--- src/rtl/timer_intr_ctrl.sv ---
// Machine timer (64-bit mtime/mtimecmp), software interrupt bit and two
// synchronised, edge-latched external lines, aggregated onto a 4-bit interrupt bus.
module timer_intr_ctrl #(
  parameter int unsigned TICK_DIV = 1
) (
  input  logic        clk,
  input  logic        rst,
  input  logic        sel,
  input  logic        we,
  input  logic [2:0]  addr,
  input  logic [31:0] wdata,
  output logic [31:0] rdata,
  input  logic [1:0]  ext_irq,
  output logic [3:0]  interrupt
);

  typedef enum logic [2:0] {
    REG_MTIME_LO    = 3'd0,
    REG_MTIME_HI    = 3'd1,
    REG_MTIMECMP_LO = 3'd2,
    REG_MTIMECMP_HI = 3'd3,
    REG_MSIP        = 3'd4,
    REG_EXT_PEND    = 3'd5,
    REG_STATUS      = 3'd6,
    REG_UNMAPPED    = 3'd7
  } reg_idx_e;

  localparam logic [15:0] PRESC_LAST = 16'(TICK_DIV - 1);

  logic [15:0] presc_q, presc_d;
  logic [63:0] mtime_q, mtime_d;
  logic [63:0] mtimecmp_q, mtimecmp_d;
  logic        msip_q, msip_d;
  logic        timer_pend_q, timer_pend_d;
  logic [1:0]  ext_pend_q, ext_pend_d;
  logic [1:0]  sync1_q, sync2_q, sync3_q;

  reg_idx_e    idx;
  logic        wr_en;
  logic        wr_mtime_lo, wr_mtime_hi;
  logic        tick;
  logic [1:0]  ext_rise;
  logic [1:0]  ext_clr;

  assign idx         = reg_idx_e'(addr);
  assign wr_en       = sel & we;
  assign wr_mtime_lo = wr_en && (idx == REG_MTIME_LO);
  assign wr_mtime_hi = wr_en && (idx == REG_MTIME_HI);
  assign tick        = (presc_q == PRESC_LAST);
  assign ext_rise    = sync2_q & ~sync3_q;
  assign ext_clr     = (wr_en && (idx == REG_EXT_PEND)) ? wdata[1:0] : 2'b00;

  // NOTE: every variable gets a default at the top of an always_comb so no path leaves it unassigned (no latch).
  always_comb begin
    presc_d      = tick ? 16'd0 : presc_q + 16'd1;
    mtime_d      = mtime_q;
    mtimecmp_d   = mtimecmp_q;
    msip_d       = msip_q;
    timer_pend_d = (mtime_q >= mtimecmp_q);
    // Set wins over a simultaneous write-1-to-clear.
    ext_pend_d   = (ext_pend_q & ~ext_clr) | ext_rise;

    // A bus write to either mtime half suppresses the increment and carry that cycle.
    if (wr_mtime_lo) begin
      mtime_d[31:0] = wdata;
      presc_d       = 16'd0;
    end else if (wr_mtime_hi) begin
      mtime_d[63:32] = wdata;
      presc_d        = 16'd0;
    end else if (tick) begin
      mtime_d = mtime_q + 64'd1;
    end

    if (wr_en) begin
      case (idx)
        REG_MTIMECMP_LO: mtimecmp_d[31:0]  = wdata;
        REG_MTIMECMP_HI: mtimecmp_d[63:32] = wdata;
        REG_MSIP:        msip_d            = wdata[0];
        default:         ;
      endcase
    end
  end

  // NOTE: sequential state uses non-blocking assignments so every flop samples pre-edge values.
  always_ff @(posedge clk or negedge rst) begin
    if (!rst) begin
      presc_q      <= 16'd0;
      mtime_q      <= 64'd0;
      mtimecmp_q   <= 64'hFFFF_FFFF_FFFF_FFFF;
      msip_q       <= 1'b0;
      timer_pend_q <= 1'b0;
      ext_pend_q   <= 2'b00;
      sync1_q      <= 2'b00;
      sync2_q      <= 2'b00;
      sync3_q      <= 2'b00;
    end else begin
      presc_q      <= presc_d;
      mtime_q      <= mtime_d;
      mtimecmp_q   <= mtimecmp_d;
      msip_q       <= msip_d;
      timer_pend_q <= timer_pend_d;
      ext_pend_q   <= ext_pend_d;
      // sync1/sync2 form the metastability synchroniser; sync3 is the edge-detect history.
      sync1_q      <= ext_irq;
      sync2_q      <= sync1_q;
      sync3_q      <= sync2_q;
    end
  end

  always_comb begin
    rdata = 32'd0;
    if (sel) begin
      case (idx)
        REG_MTIME_LO:    rdata = mtime_q[31:0];
        REG_MTIME_HI:    rdata = mtime_q[63:32];
        REG_MTIMECMP_LO: rdata = mtimecmp_q[31:0];
        REG_MTIMECMP_HI: rdata = mtimecmp_q[63:32];
        REG_MSIP:        rdata = {31'd0, msip_q};
        REG_EXT_PEND:    rdata = {30'd0, ext_pend_q};
        REG_STATUS:      rdata = {28'd0, msip_q, ext_pend_q, timer_pend_q};
        REG_UNMAPPED:    rdata = 32'd0;
        default:         rdata = 32'd0;
      endcase
    end
  end

  assign interrupt = {msip_q, ext_pend_q, timer_pend_q};

endmodule

--- config.mk ---
export PLATFORM = sky130hd
export DESIGN_NAME = timer_intr_ctrl
export DESIGN_NICKNAME = d
export VERILOG_FILES = /design/src/rtl/timer_intr_ctrl.sv
export SDC_FILE = /design/constraint.sdc
export NUM_CORES = 1
export LEC_CHECK = 0
export CORE_UTILIZATION = 40
export CTS_BUF_LIST = sky130_fd_sc_hd__clkbuf_8
export CTS_CLUSTER_SIZE = 30
export DETAILED_ROUTE_END_ITERATION = 10
export GPL_ROUTABILITY_DRIVEN = 0
export GPL_TIMING_DRIVEN = 0
export PLACE_DENSITY = 0.68
export SLEW_MARGIN = 5
export SYNTH_ARGS = -nofsm -noshare
export SYNTH_HDL_FRONTEND = slang
export SYNTH_SLANG_ARGS = --single-unit
--- constraint.sdc ---
create_clock -name clk -period 3.53 [get_ports clk]
set_input_delay 0.706 -clock clk [delete_from_list [all_inputs] [get_ports clk]]
set_output_delay 0.706 -clock clk [all_outputs]
set_load 0.01 [all_outputs]
==> summary.md, run 1 <==
| Metric | Value |
|---|---|
| Status | `finished clean` |
| Die span in x | `161.4 um` |
| Slew HR | `39.90%` |
| Min-delay worst type | `input pin to asynchronous set/reset pin` |
| R2R Path End | `mtime_q[15]` |
| Yosys cell types | `65` |
| Actual slew at the worst max-slew pin | `0.8941 ns` |
| Post-synth ARST share | `100.0%` |
| Most common cell after layout, fill and taps aside | `nand2_1` |
| HPWL Detailed | `25360 um` |
| Setup crit start kind | `flop` |
| Vias per cell | `6.260` |
| First-pass DRT Iterations | `7` |
| Antenna diode count | `0` |
| Met1 GRT Util | `38.49%` |
| RSZ-0062 raised after global routing | `false` |
| Setup tns final | `0 ns` |
| Iter 0 DRT Violations | `1303` |
| # DRC | `0` |
| Sequential area share after synthesis | `38.71%` |
| Worst skew pair latency | `0.47 ns` |
| Commonest cells after routing, fill and taps aside | `nand2_1, a21oi_1, dfrtp_1` |
| Layout cells sized above 1 | `13.58%` |
| P&R area growth vs syn | `16.50%` |
| Syn Inst Count | `1152` |
| Reg2reg start | `presc_q[12]` |
| Top_reg_cell synth | `dfrtp_1` |
| Layout Cells excl Fill | `1583` |
| GRT Overall Usage | `27.66%` |
| Clk root buf | `clkbuf_8` |
| Mapped Nets | `1260` |
| Largest net degree at the start of global routing | `99` |
| Fin. max-slew vios | `0` |
| First-pass GRT wire length | `55040 um` |
| Critical Path RT | `3.84 ns` |
| Clock Sinks | `154` |
| Initial antenna violation count | `0` |
| Skew final | `0.01255 ns` |
| I/O Pins | `77` |
| Critical Path Start | `presc_q[12]` |
| Top post-synthesis cells by area | `dfrtp_1, dfstp_2, ha_1` |
| Min Hold Slack | `0.1537 ns` |
| Depth of the worst register-to-register path | `5` |
| F_max | `0.2902 GHz` |
| Total CTS buffers | `17` |
| Ys Warns | `0` |
| Max H-tree Level | `4` |
| Post-CTS Setup Inserts | `0` |
| Placed insts | `1552` |
| Fin. Hold Viols | `0` |
| Leakage | `4.885 nW` |
| Drt wl/cell | `22.49 um` |
| Total global routing overflow | `0` |
| Port bufs | `74` |
| MaxCap Viol Count | `0` |
| CTS clock-pin slew for the worst setup and hold paths | `0.10 ns` |
| Kind of critical path | `flop to flop` |
| Synthesized cell area | `10160 um2` |
| Power Total | `6.150 mW` |
| Gr busiest metal | `met2` |
| Fillers | `2381` |
| Post-Place Worst Slack | `-0.8105 ns` |
| Setup violators final | `0` |
| CP Max Fanout | `10` |
| Share of the synthesized area in the top cell type | `22.16%` |
| Crit path DAT | `3.76 ns` |
| Post-route setup slack | `0.08394 ns` |
| Worst Setup End Kind | `flop` |
| Reg-to-reg setup timing slack | `0.08 ns` |
| Clock tree from TritonCTS | `done` |
| Clock buffer depth | `2` |
| Tmin final | `3.446 ns` |
| Power density over the cells | `519.5 nW/um2` |
| Synth area leader | `dfrtp_1` |
| Post-route ant nets | `0` |
| DRT Wirelength | `35590 um` |
| Grt met3 use | `8.089%` |
| FF+latch count, synth | `154` |
| Mapped Avg Cell Area | `8.820 um2` |
| Peak VDD IR | `0.2852 mV` |
| GR met2 Demand/Resource | `39.97%` |
| Fin nets | `1354` |
| Starting density of the core | `41.30%` |
| Core ar. | `24600 um2` |
| Via count | `9909` |
| EDFF count, synth | `0` |
| Period utilisation layout | `97.62%` |
| Die footprint | `26040 um2` |
| Die Y | `161.4 um` |
| Vias in the first global route | `9588` |
| Row count | `57` |
synth_stat cells, drive strengths merged, types with 4 or more instances:
master   count
nand2      106
a22oi       18
nand3       60
nor2b        4
nand4       40
buf          9
dfstp       64
mux2        31
or4         11
and3        18
o21ai       77
xor2         9
a21o         7
o311ai      14
a221o        5
o221ai      25
and2         5
clkbuf      58
mux2i       34
o211ai      10
or3          8
ha          67
nand2b       5
and4         7
a31oi        6
nor2        71
o22ai       18
a211oi       9
nor3        18
a21oi      100
a2bb2oi     11
inv         85
nor4        14
xnor2        5
dfrtp       90
critical path, cell delays in order (launching register included):
cell	delay, ns
dfrtp_1	0.44
or4_1	0.65
or4_4	0.62
a21oi_1	0.69
clkbuf_1	0.73
a2bb2oi_1	0.15
power by group:
group | total [mW] | switching, mW | internal (mW)
registers | 2.86 | 0.573 | 2.29
clock network | 1.38 | 0.752 | 0.627
logic | 1.91 | 1.03 | 0.886
metrics by stage:
step | utilization, % | area [um2]
after floorplan | - | 10160
after detailed placement | 46.14 | 11350
after global placement | 45.95 | 11310
after global routing | 48.11 | 11840
after CTS | 48.03 | 11820
final | 48.11 | 11840
worst max path at each step:
stage	endpoint	slack [ns]	cells after the start
final	mtime_q[15]	0.08	5
after global routing	mtime_q[25]	0.02	5
after CTS	mtime_q[38]	-0.09	7
after detailed placement	rdata[18]	-0.81	7
after global placement	mtime_q[22]	-4.72	1
after floorplan	rdata[26]	0.66	5
state kept, by name (all words and copies together) (netlist names):
name and count:
presc_q 16, sync3_q 2, msip_q 1, sync1_q 2, timer_pend_q 1, mtime_q 64
ext_pend_q 2, mtimecmp_q 64, sync2_q 2
what timing repair did:
action / in CTS / in global routing
cloned: 0 / 0
pin swaps: 0 / 0
endpoints found under the setup margin: 33 / 53
hold buffers: 0 / 0
resized for setup: 32 / 20
metal layers:
metal / share of wire [%] / up-vias
li1: - / 4461
met3: 11 / 93
met4: 3.4 / 0
met2: 43 / 576
met5: 0 / -
met1: 43 / 4779
final cells by class:
| cell class | count | area (um2) | share of cell area (%) |
|---|---|---|---|
| timing repair buffer | 76 | 785.8 | 6.638 |
| tap | 324 | 405.4 | 3.425 |
| clock inverter | 15 | 147.6 | 1.247 |
| inverter | 85 | 319.1 | 2.695 |
| sequential | 154 | 3934 | 33.23 |
| multi-input combinational | 846 | 5672 | 47.91 |
| buffer | 66 | 340.3 | 2.875 |
| clock buffer | 17 | 234.0 | 1.977 |
kinds of logic after synthesis:
group | Yosys count | share of synthesized area, %
AND/OR/NAND/NOR | 376 | 18.98
AO/OA/AOI/OAI | 324 | 20.35
flip-flops | 154 | 38.71
buffers and inverters | 152 | 5.714
adder cells (fa/ha/maj) | 67 | 8.250
multiplexers | 65 | 6.785
XOR/XNOR | 14 | 1.207
Power figures use the tool's default switching activity.
==> run 2, diff against run 1 <==
CTS_CLUSTER_SIZE = default   (was 30)
SLEW_MARGIN = 20   (was 5)
==> summary.md, run 2 (synthesis results as in run 1) <==
| Metric | Value |
|---|---|
| # DRC | `0 (unchanged)` |
| Via count | `10.01k (+1.0%)` |
| Die span in x | `161.4 um (unchanged)` |
| Peak VDD IR | `0.2790 mV (-2.2%)` |
| Fillers | `2351 (-1.3%)` |
| Fin. max-slew vios | `0 (unchanged)` |
| Period utilisation layout | `98.16% (+0.54 points)` |
| Top flop regs | `mtime_q (64), mtimecmp_q (64), presc_q (16)` |
| Row count | `57 (unchanged)` |
| Post-route setup slack | `0.06496 ns (-0.01898 ns)` |
| First-pass DRT Iterations | `5 (-2)` |
| Actual slew at the worst max-slew pin | `0.8688 ns (-0.02522 ns)` |
| MaxCap Viol Count | `0 (unchanged)` |
| Critical Path RT | `3.85 ns (about the same)` |
| Post-Place Worst Slack | `-0.7704 ns (+0.04009 ns)` |
| Power density over the cells | `511.7 nW/um2 (-1.5%)` |
| Port bufs | `74 (unchanged)` |
| Kind of critical path | `flop to flop` |
| Die Y | `161.4 um (unchanged)` |
| Tmin final | `3.465 ns (+0.01898 ns)` |
| HPWL Detailed | `25400 um (+0.14%)` |
| GRT Overall Usage | `27.88% (+0.21 points)` |
| Core ar. | `24600 um2 (unchanged)` |
| Crit path DAT | `3.79 ns (+0.03 ns)` |
| Leakage | `4.879 nW (-0.11%)` |
| Worst Setup End Kind | `flop` |
| RSZ-0062 raised after global routing | `true` |
| Clock Sinks | `154 (unchanged)` |
| Final instance area | `11810 um2 (-0.23%)` |
| Post-route ant nets | `0 (unchanged)` |
| CP Max Fanout | `5 (-5)` |
| Most common cell after layout, fill and taps aside | `nand2_1` |
| Commonest cells after routing, fill and taps aside | `nand2_1, a21oi_1, dfrtp_1` |
| P&R area growth vs syn | `16.23%` |
| Largest net degree at the start of global routing | `81 (-18%)` |
| Fin nets | `1354 (unchanged)` |
| Total CTS buffers | `17 (unchanged)` |
| Max H-tree Level | `4 (unchanged)` |
| Power Total | `6.043 mW (-1.7%)` |
| Clock buffer depth | `2 (unchanged)` |
| Worst skew pair latency | `0.48 ns (about the same)` |
| F_max | `0.2886 GHz (-0.55%)` |
| Iter 0 DRT Violations | `1271 (-2.5%)` |
| Skew final | `0.01486 ns (+0.002319 ns)` |
| Setup violators final | `0 (unchanged)` |
| Dpl cell area | `11360 um2 (about the same)` |
| Starting density of the core | `41.30% (unchanged)` |
| Clock tree from TritonCTS | `done` |
| Status | `finished clean` |
| DRT Wirelength | `35410 um (-0.52%)` |
| Total global routing overflow | `0 (unchanged)` |
| Layout cells sized above 1 | `13.34% (-0.24 points)` |
| Min-delay worst type | `input pin to asynchronous set/reset pin` |
| Drt wl/cell | `22.35 um (-0.58%)` |
| Vias per cell | `6.321 (+0.98%)` |
| Slew HR | `41.59% (+1.7 points)` |
| Die footprint | `26040 um2 (unchanged)` |
| First-pass GRT wire length | `55420 um (+0.69%)` |
| Hold Buf Count CTS | `0 (unchanged)` |
| Clk root buf | `clkbuf_8` |
| Fin. Hold Viols | `0 (unchanged)` |
| Vias in the first global route | `9517 (-0.74%)` |
| Setup crit start kind | `flop` |
| Initial antenna violation count | `1 (+1)` |
| I/O Pins | `77 (unchanged)` |
| CTS clock-pin slew for the worst setup and hold paths | `0.09 ns (about the same)` |
run 2: cell types whose count changed in the layout (fill, tap and decap cells not counted), sizes merged:
cell,previous run,this run
clkbuf,72,75
clkinvlp,2,3
clkinv,8,7
bufinv,2,1
diode,0,1
buf,14,12
dlygate4sd2,0,1
clkdlybuf4s50,71,70
run 2: path summary, 6_finish.rpt:
kind / start / depth (start not counted) / to / slack (ns)
max in group asynchronous: rst / 2 / mtimecmp_q[25] / 2.46
worst min-delay path: rst / 1 / sync3_q[1] / 0.22
worst max-delay path: mtime_q[0] / 8 / timer_pend_q / 0.06
worst max register to register: mtime_q[0] / 8 / timer_pend_q / 0.06
worst min register to register: sync1_q[1] / 0 / sync2_q[1] / 0.36
min in group clk: sync1_q[1] / 0 / sync2_q[1] / 0.36
run 2: per-stage QoR:
stage / util [%] / hold slack, ns / setup TNS (ns) / std cells
6_report: 48.00 / 0.2243 / 0 / 1584
5_1_grt: 47.99 / 0.2703 / -0.03848 / 1583
4_1_cts: 47.96 / 0.2343 / -0.01215 / 1583
3_5_place_dp: 46.16 / 0.3395 / -23.42 / 1552
3_3_place_gp: 45.95 / 0.3332 / -623.86 / 1550
2_1_floorplan: - / 0.3312 / 0 / 1152
run 2: what timing repair did:
item	CTS	global route
gates resized for setup	34	13
buffers inserted	0	0
gates cloned	0	0
endpoints found under the setup margin	31	41
pin swaps	0	0
run 2: critical path, stage by stage, from the launching register on:
cell and delay [ns]:
dfrtp_1 0.46, inv_1 0.08, ha_1 0.29, nand2b_1 0.17, a2111oi_1 0.67, nor4_1 0.14, or4b_2 0.75, a211oi_1 0.56
o21ai_0 0.20
run 2: metal layers:
metal / wire length, um / GRT usage, %
met3: 3875 / 7.165
met4: 1196 / 11.36
met1: 15070 / 39.07
met5: 0 / 0
met2: 15270 / 40.65
run 2: final cells by class:
| cell class | count | area [um2] | area share, % |
|---|---|---|---|
| sequential | 154 | 3934 | 33.31 |
| clock buffer | 18 | 247.7 | 2.098 |
| multi-input combinational | 846 | 5668 | 47.99 |
| timing repair buffer | 76 | 784.5 | 6.643 |
| buffer | 66 | 341.6 | 2.892 |
| antenna | 1 | 2.502 | 0.02119 |
| tap | 324 | 405.4 | 3.433 |
| clock inverter | 14 | 107.6 | 0.9111 |
| inverter | 85 | 319.1 | 2.702 |
run 2: where the power goes:
| part | switching, mW | internal (mW) | total, mW | leakage, nW |
|---|---|---|---|---|
| Sequential | 0.572 | 2.29 | 2.86 | 1.75 |
| Combinational | 1.02 | 0.884 | 1.90 | 2.94 |
| Clock | 0.719 | 0.564 | 1.28 | 0.187 |
==> run 3, diff against run 2 <==
ABC_CLOCK_PERIOD_IN_PS = 3530   (was default)
CTS_CLUSTER_SIZE = 8   (was default)
==> results of run 3 <==
No change in the layout: final DEF, timing and power equal those of run 2.
